`config.mk`:
```
export PLATFORM = sky130hd
export DESIGN_NAME = req_scheduler
export DESIGN_NICKNAME = d
export VERILOG_FILES = /design/src/rtl/req_scheduler.sv
export SDC_FILE = /design/constraint.sdc
export NUM_CORES = 1
export LEC_CHECK = 0
export BUFFER_PORTS_ARGS = -buffer_cell sky130_fd_sc_hd__buf_2
export CAP_MARGIN = 20
export CORE_MARGIN = 2
export CORE_UTILIZATION = 47
export CTS_BUF_LIST = sky130_fd_sc_hd__clkbuf_4
export DETAILED_ROUTE_END_ITERATION = 8
export PLACE_DENSITY = 0.76
export SLEW_MARGIN = 20
export SYNTH_ARGS = -nofsm -noshare
export SYNTH_HDL_FRONTEND = slang
export SYNTH_SLANG_ARGS = --single-unit
```
`constraint.sdc`:
```
create_clock -name i_clk -period 1.5 [get_ports i_clk]
set_input_delay 0.15 -clock i_clk [delete_from_list [all_inputs] [get_ports i_clk]]
set_output_delay 0.15 -clock i_clk [all_outputs]
set_load 0.1 [all_outputs]
```
`src/rtl/req_scheduler.sv`:
```
// Pending-request scheduler: edge-detects request lines into a pending register
// and hands one granted index at a time to a valid/ready consumer.
module req_scheduler #(
    parameter int  REQ_WIDTH = 8,
    parameter int  MODE      = 0,
    localparam int BIN_WIDTH = $clog2(REQ_WIDTH)
) (
    input  logic                 i_clk,
    input  logic                 i_rst_n,
    input  logic [REQ_WIDTH-1:0] i_req,
    input  logic                 i_ready,
    input  logic                 i_clr_ovr,
    output logic                 o_valid,
    output logic [BIN_WIDTH-1:0] o_bin,
    output logic [REQ_WIDTH-1:0] o_pending,
    output logic                 o_overrun
);

    logic [REQ_WIDTH-1:0] req_q;
    logic [REQ_WIDTH-1:0] pending_q;
    logic [REQ_WIDTH-1:0] pending_d;
    logic [REQ_WIDTH-1:0] req_rise;
    logic [REQ_WIDTH-1:0] clr_mask;
    logic [REQ_WIDTH-1:0] ovr_hit;
    logic [BIN_WIDTH-1:0] ptr_q;
    logic [BIN_WIDTH-1:0] sel_idx;
    logic                 sel_found;
    logic                 load;
    int                   rr_dist;
    int                   rr_best;

    assign req_rise  = i_req & ~req_q;
    assign load      = ~o_valid | i_ready;
    assign o_pending = pending_q;

    // Round-robin ranks each bit by its distance above the last loaded index.
    always_comb begin
        // NOTE: every always_comb output gets a default first so no path can infer a latch.
        sel_idx   = '0;
        sel_found = 1'b0;
        rr_dist   = 0;
        rr_best   = REQ_WIDTH;
        if (MODE == 0) begin
            for (int i = 0; i < REQ_WIDTH; i++) begin
                if (pending_q[i]) begin
                    sel_idx   = BIN_WIDTH'(i);
                    sel_found = 1'b1;
                end
            end
        end else begin
            for (int i = 0; i < REQ_WIDTH; i++) begin
                rr_dist = i - int'(ptr_q) - 1;
                if (rr_dist < 0) rr_dist = rr_dist + REQ_WIDTH;
                if (pending_q[i] && (rr_dist < rr_best)) begin
                    rr_best   = rr_dist;
                    sel_idx   = BIN_WIDTH'(i);
                    sel_found = 1'b1;
                end
            end
        end
    end

    // Set beats clear: a fresh edge on the bit being loaded re-arms it without overrun.
    always_comb begin
        clr_mask = '0;
        if (load && sel_found) clr_mask[sel_idx] = 1'b1;
        ovr_hit   = req_rise & pending_q & ~clr_mask;
        pending_d = (pending_q & ~clr_mask) | req_rise;
    end

    // NOTE: sequential state uses non-blocking assignments only, so all registers sample together.
    always_ff @(posedge i_clk or negedge i_rst_n) begin
        if (!i_rst_n) begin
            req_q     <= '0;
            pending_q <= '0;
            o_valid   <= 1'b0;
            o_bin     <= '0;
            o_overrun <= 1'b0;
            ptr_q     <= BIN_WIDTH'(REQ_WIDTH - 1);
        end else begin
            req_q     <= i_req;
            pending_q <= pending_d;
            if (load) begin
                o_valid <= sel_found;
                if (sel_found) begin
                    o_bin <= sel_idx;
                    ptr_q <= sel_idx;
                end
            end
            if (|ovr_hit) begin
                o_overrun <= 1'b1;
            end else if (i_clr_ovr) begin
                o_overrun <= 1'b0;
            end
        end
    end

endmodule

```
After elaboration in Yosys (flattened, before gate mapping)
Index checks and enable logic that the tools add are counted.

storage, ports and cells
  register bits after elaboration = 21
  input port bits = 12
  output and inout port bits = 13
  word-level logic and storage cells = 41

operators by class
  magnitude comparators = 2
  muxes and demuxes = 20
  bitwise logic cells = 9
  reductions and logical operators = 5

operator list
  operator                                                     count
  AND 8 bit                                                    4
  2-to-1 mux 3 bit                                             6
  NOT 8 bit                                                    2
  2-to-1 mux 1 bit                                             12
  2-to-1 mux 8 bit                                             1
  bitwise OR 8 bit                                             1
  OR reduction 8 bit                                           1
  less-than comparator 3 x 4 -> 1 bit (second input constant)  1
  demux 1 bit (select 3 bit)                                   1
  >= comparator 3 x 1 -> 1 bit (second input constant)         1
  logical AND 1 bit                                            2
  AND reduction 2 bit                                          1
  nonzero test 2 bit                                           1
  NOT 1 bit                                                    1
  bitwise OR 1 bit                                             1

Depth between registers and ports, before layout
  depth after elaboration = 16
  depth in mapped cells = 5
  mapped depth without buffers = 5

Worst setup path after synthesis
Ideal clock, no wire load.

  kind = register -> register
  start = register pending_q[7], in the netlist o_pending[7]
  end = register o_overrun
  arrival = 1978 ps
  required time = 1371 ps
  setup slack = -606 ps
  stages on the path, launching flop included = 6
  buffers on the path = 0
  period minus slack after synthesis = 2106 ps
  path through = dfrtp_1 or4_4 nor2_2 o221ai_2 nor4_1 nand2_1

on the way
  word-level cells in the longest chain between the ends = 10
  elaborated cells on any way between the ends = 15

RTL lines
  item                                                                                                       RTL line  text
  from (decl)                                                                                                20        logic [REQ_WIDTH-1:0] pending_q;
  from (signal assigned)                                                                                     82        pending_q <= pending_d;
  2-to-1 mux 3 bit                                                                                           45        if (pending_q[i]) begin
  less-than comparator 3 x 4 -> 1 bit (not written as such) or >= comparator 3 x 1 -> 1 bit (tied branches)  66        if (load && sel_found) clr_mask[sel_idx] = 1'b1;
  logical AND 1 bit (not written as such)                                                                    66
  2-to-1 mux 1 bit (not written as such)                                                                     66
  demux 1 bit (select 3 bit)                                                                                 66
  2-to-1 mux 8 bit                                                                                           66
  NOT 8 bit                                                                                                  67        ovr_hit = req_rise & pending_q & ~clr_mask;
  AND 8 bit (*)                                                                                              67
  OR reduction 8 bit (*)                                                                                     90        if (|ovr_hit) begin
  2-to-1 mux 1 bit or nonzero test 2 bit (tied branches)                                                     -
  to (signal assigned)                                                                                       78        o_overrun <= 1'b0;
  to (signal assigned)                                                                                       91        o_overrun <= 1'b1;
  to (signal assigned)                                                                                       93        o_overrun <= 1'b0;
  to (decl)                                                                                                  16        output logic o_overrun

Every way passes the cells marked *; elsewhere a longest branch is shown, timed or not.
A chain may end at the register's enable or synchronous reset.

Worst setup path after layout
  start = register pending_q[5], in the netlist o_pending[5]
  end = register o_overrun

on the way
  word-level cells in the longest chain between the ends = 12
  elaborated cells on any way between the ends = 19

RTL lines
  item                                                                                                       RTL line
  2-to-1 mux 3 bit (3 in a row)                                                                              45
  less-than comparator 3 x 4 -> 1 bit (not written as such) or >= comparator 3 x 1 -> 1 bit (tied branches)  66
  logical AND 1 bit (not written as such)                                                                    66
  2-to-1 mux 1 bit (not written as such)                                                                     66
  demux 1 bit (select 3 bit)                                                                                 66
  2-to-1 mux 8 bit                                                                                           66
  NOT 8 bit                                                                                                  67
  AND 8 bit (*)                                                                                              67
  OR reduction 8 bit (*)                                                                                     90
  2-to-1 mux 1 bit or nonzero test 2 bit (tied branches)                                                     -

Marks and branches as above.

==> flow_metrics.tcl <==
set metrics [dict create \
    n_antenna_cell 0 \
    ys_types 26 \
    max_cap_violations 0 \
    maxSlewViolCount 0 \
    placed_cells 138 \
    syn_inst 82 \
    drtAntennaViolNets 0 \
    gp_congestion 0.845 \
    start_util 0.510 \
    cts_htree_levels 1 \
    worst_slack_ns -0.185 \
    drc 0 \
    yosys-mux-area-fraction 0 \
    run_status "finished, violations left" \
    syn_avg_cell_area_sq_um 10.8 \
    leakage_nw 0.544 \
    final_cells 151 \
    wl_per_cell_microns 13.7 \
    ctsLongestPathBuffers 2 \
    min_period_over_period 1.12 \
    period_minus_slack_ns 1.68 \
    grt_pass1_wl_microns 3150 \
    yosys_warnings 0 \
    drtIter0Drc 9 \
    syn_to_final_growth_pct 42.8 \
    cts_root_buf "clkbuf_4" \
    tightest_slew_ns 0.477 \
    drive_gt1_frac 0.476 \
    rsz0062_at_grt "yes" \
    dr.pass1.iters 4 \
    yosys.area_share.simple 0.226 \
    violations "setup timing" \
    synth-adder-area-share 0 \
    synth_edf_count 0 \
    synthXorXnorAreaFrac 0 \
    async_reset_ff_frac 1.00 \
    routed_wl_microns 2070 \
    clk_pin_slew_ns 0.11 \
    grt_pass1_vias 740 \
    clk_latency_ns 0.30 \
    cp_max_fo 3 \
    portBuffers 24 \
    cellPowerDensity_nw_per_um2 1060 \
    die_area_sq_um 2260 \
    peakVddDrop_uv 740 \
    ys_seq_area_frac 0.591 \
    cts_buffers 3 \
    io-pin-count 25 \
    synth_fp_nets 94 \
    hpwlAfterDp_microns 1500 \
    synth_flop_cell "dfrtp_1" \
    fin_nets 139 \
    fin_worst_skew_ns 0.00380 \
    die_height_microns 47.5 \
    overflow 0 \
    cts.sinks 21 \
    synth_seq_cells 21 \
    crit_type "flop to flop" \
    synth_compound_area_frac 0.153 \
    start_kind "flop" \
    synth_top_family_by_area "simple AND/OR/NAND/NOR gates" \
    die_x_microns 47.5 \
    fmax_mhz 594 \
    synthesis.area_sq_um 890 \
    place_ws_ns -0.247 \
    slew_headroom 0.681 \
    core_area_sq_um 1750 \
    antenna_found_initial 0 \
    worst_ep_arrival_time_ns 1.88 \
    worst_hold_path_type "input port to flop" \
    cts_tree "yes" \
    routed_via_density 5.25 \
    worst-endpoint-required_ns 1.69 \
    setup_viol 4 \
    track_usage 0.199 \
    grt_max_degree 22 \
    num_vias 793 \
    rows 15 \
    hold_viol 0 \
    crit_path_end_kind "flop" \
]
## where the power goes
part	total [mW]	internal [mW]	switching [mW]	leakage, nW
Sequential	0.631	0.610	0.0205	0.217
Combinational	0.432	0.112	0.320	0.309
Clock	0.287	0.122	0.165	0.0184
## placed cells by master, fill, tap and decap left out, drive strengths merged
cell / synthesis / final
nand3: 3 / 3
o22ai: 3 / 3
nor4: 3 / 3
clkbuf: 0 / 4
nor3: 2 / 2
or4: 1 / 1
nand2: 7 / 7
o311ai: 1 / 1
o21ai: 8 / 8
a21oi: 1 / 1
a21o: 1 / 1
nor2: 6 / 6
nand3b: 1 / 1
a221o: 1 / 1
nand2b: 3 / 3
inv: 7 / 7
buf: 0 / 31
or3: 2 / 2
o21a: 1 / 1
nor2b: 1 / 1
dlygate4sd3: 0 / 9
dfrtp: 21 / 21
o221ai: 1 / 1
a31oi: 2 / 2
or2b: 5 / 5
o22a: 1 / 1
## critical path, cell delays in order, from the launching register on
cell and delay (ns):
dfrtp_4 0.49, or4_4 0.58, o21ai_2 0.15, nor2_1 0.07, nor4_2 0.21, nand2_1 0.09
## sequential cells by signal (all words and copies together), names as in the netlist
signal / cells
o_overrun: 1
req_q: 8
o_pending: 8
o_bin: 3
o_valid: 1
## metrics by stage
| stage | util | power (mW) | TNS [ns] | cell area [sq um] | hold slack [ns] |
|---|---|---|---|---|---|
| final | 0.728 | 1.35 | -0.341 | 1270 | 0.274 |
| after global routing | 0.728 | 1.41 | -0.588 | 1270 | 0.277 |
| after CTS | 0.717 | 1.34 | -0.412 | 1250 | 0.291 |
| after detailed placement | 0.643 | 1.04 | -0.377 | 1120 | 0.130 |
| after global placement | 0.643 | 1.04 | -0.244 | 1120 | 0.122 |
| after floorplan | - | 0.933 | -0.460 | 918 | -0.146 |
## final timing paths
kind | startpoint | endpoint | slack, ns | depth (start not counted)
max in group asynchronous | i_rst_n | o_pending[4] | 0.83 | 2
min in group asynchronous | i_rst_n | req_q[7] | 0.32 | 2
worst max register to register | o_pending[5] | o_overrun | -0.18 | 5
worst min-delay path | i_ready | o_bin[2] | 0.27 | 3
worst min register to register | req_q[2] | o_pending[2] | 0.46 | 1
worst max-delay path | o_pending[5] | o_overrun | -0.18 | 5
## routing by layer
| layer | up-vias | global-route usage | wire (microns) |
|---|---|---|---|
| met5 | - | 0 | 0 |
| met3 | 4 | 0.0226 | 74 |
| met1 | 390 | 0.261 | 963 |
| li1 | 379 | - | - |
| met2 | 20 | 0.341 | 1020 |
| met4 | 0 | 0.0667 | 13 |
## final cells by class
class,count,area [sq um]
Inverter,7,26.3
Multi-Input combinational cell,54,375
Fill cell,123,475
Sequential cell,21,544
Clock buffer,4,30.0
Tap cell,25,31.3
Timing Repair Buffer,40,263
## logic make-up (layout without fill, tap and decap cells)
logic type             after synthesis  after routing
and+or+nand+nor                     34             34
DFF                                 21             21
AOI/OAI and AO/OA                   20             20
buffers and inverters                7             51
## cells in the mapped netlist, types with 2 or more instances
cell type	n	area [sq um]
o22ai_1	3	18.8
a31oi_1	2	12.5
nor3_1	2	10.0
o21ai_1	3	15.0
nand2_1	7	26.3
nand3_1	3	15.0
dfrtp_1	21	526
inv_1	7	26.3
or2b_2	5	43.8
o21ai_0	5	25.0
or3_1	2	12.5
nand2b_1	3	18.8
nor4_1	2	12.5
nor2_1	5	18.8
## timing repair
action | in CTS | in global routing
hold endpoints to repair | 29 | 0
hold buffers | 9 | 0
pin swaps | 4 | 3
resized for setup | 2 | 4
buffers inserted | 0 | 0
setup endpoints to repair | 4 | 5
(Power assumes the default switching activity.)
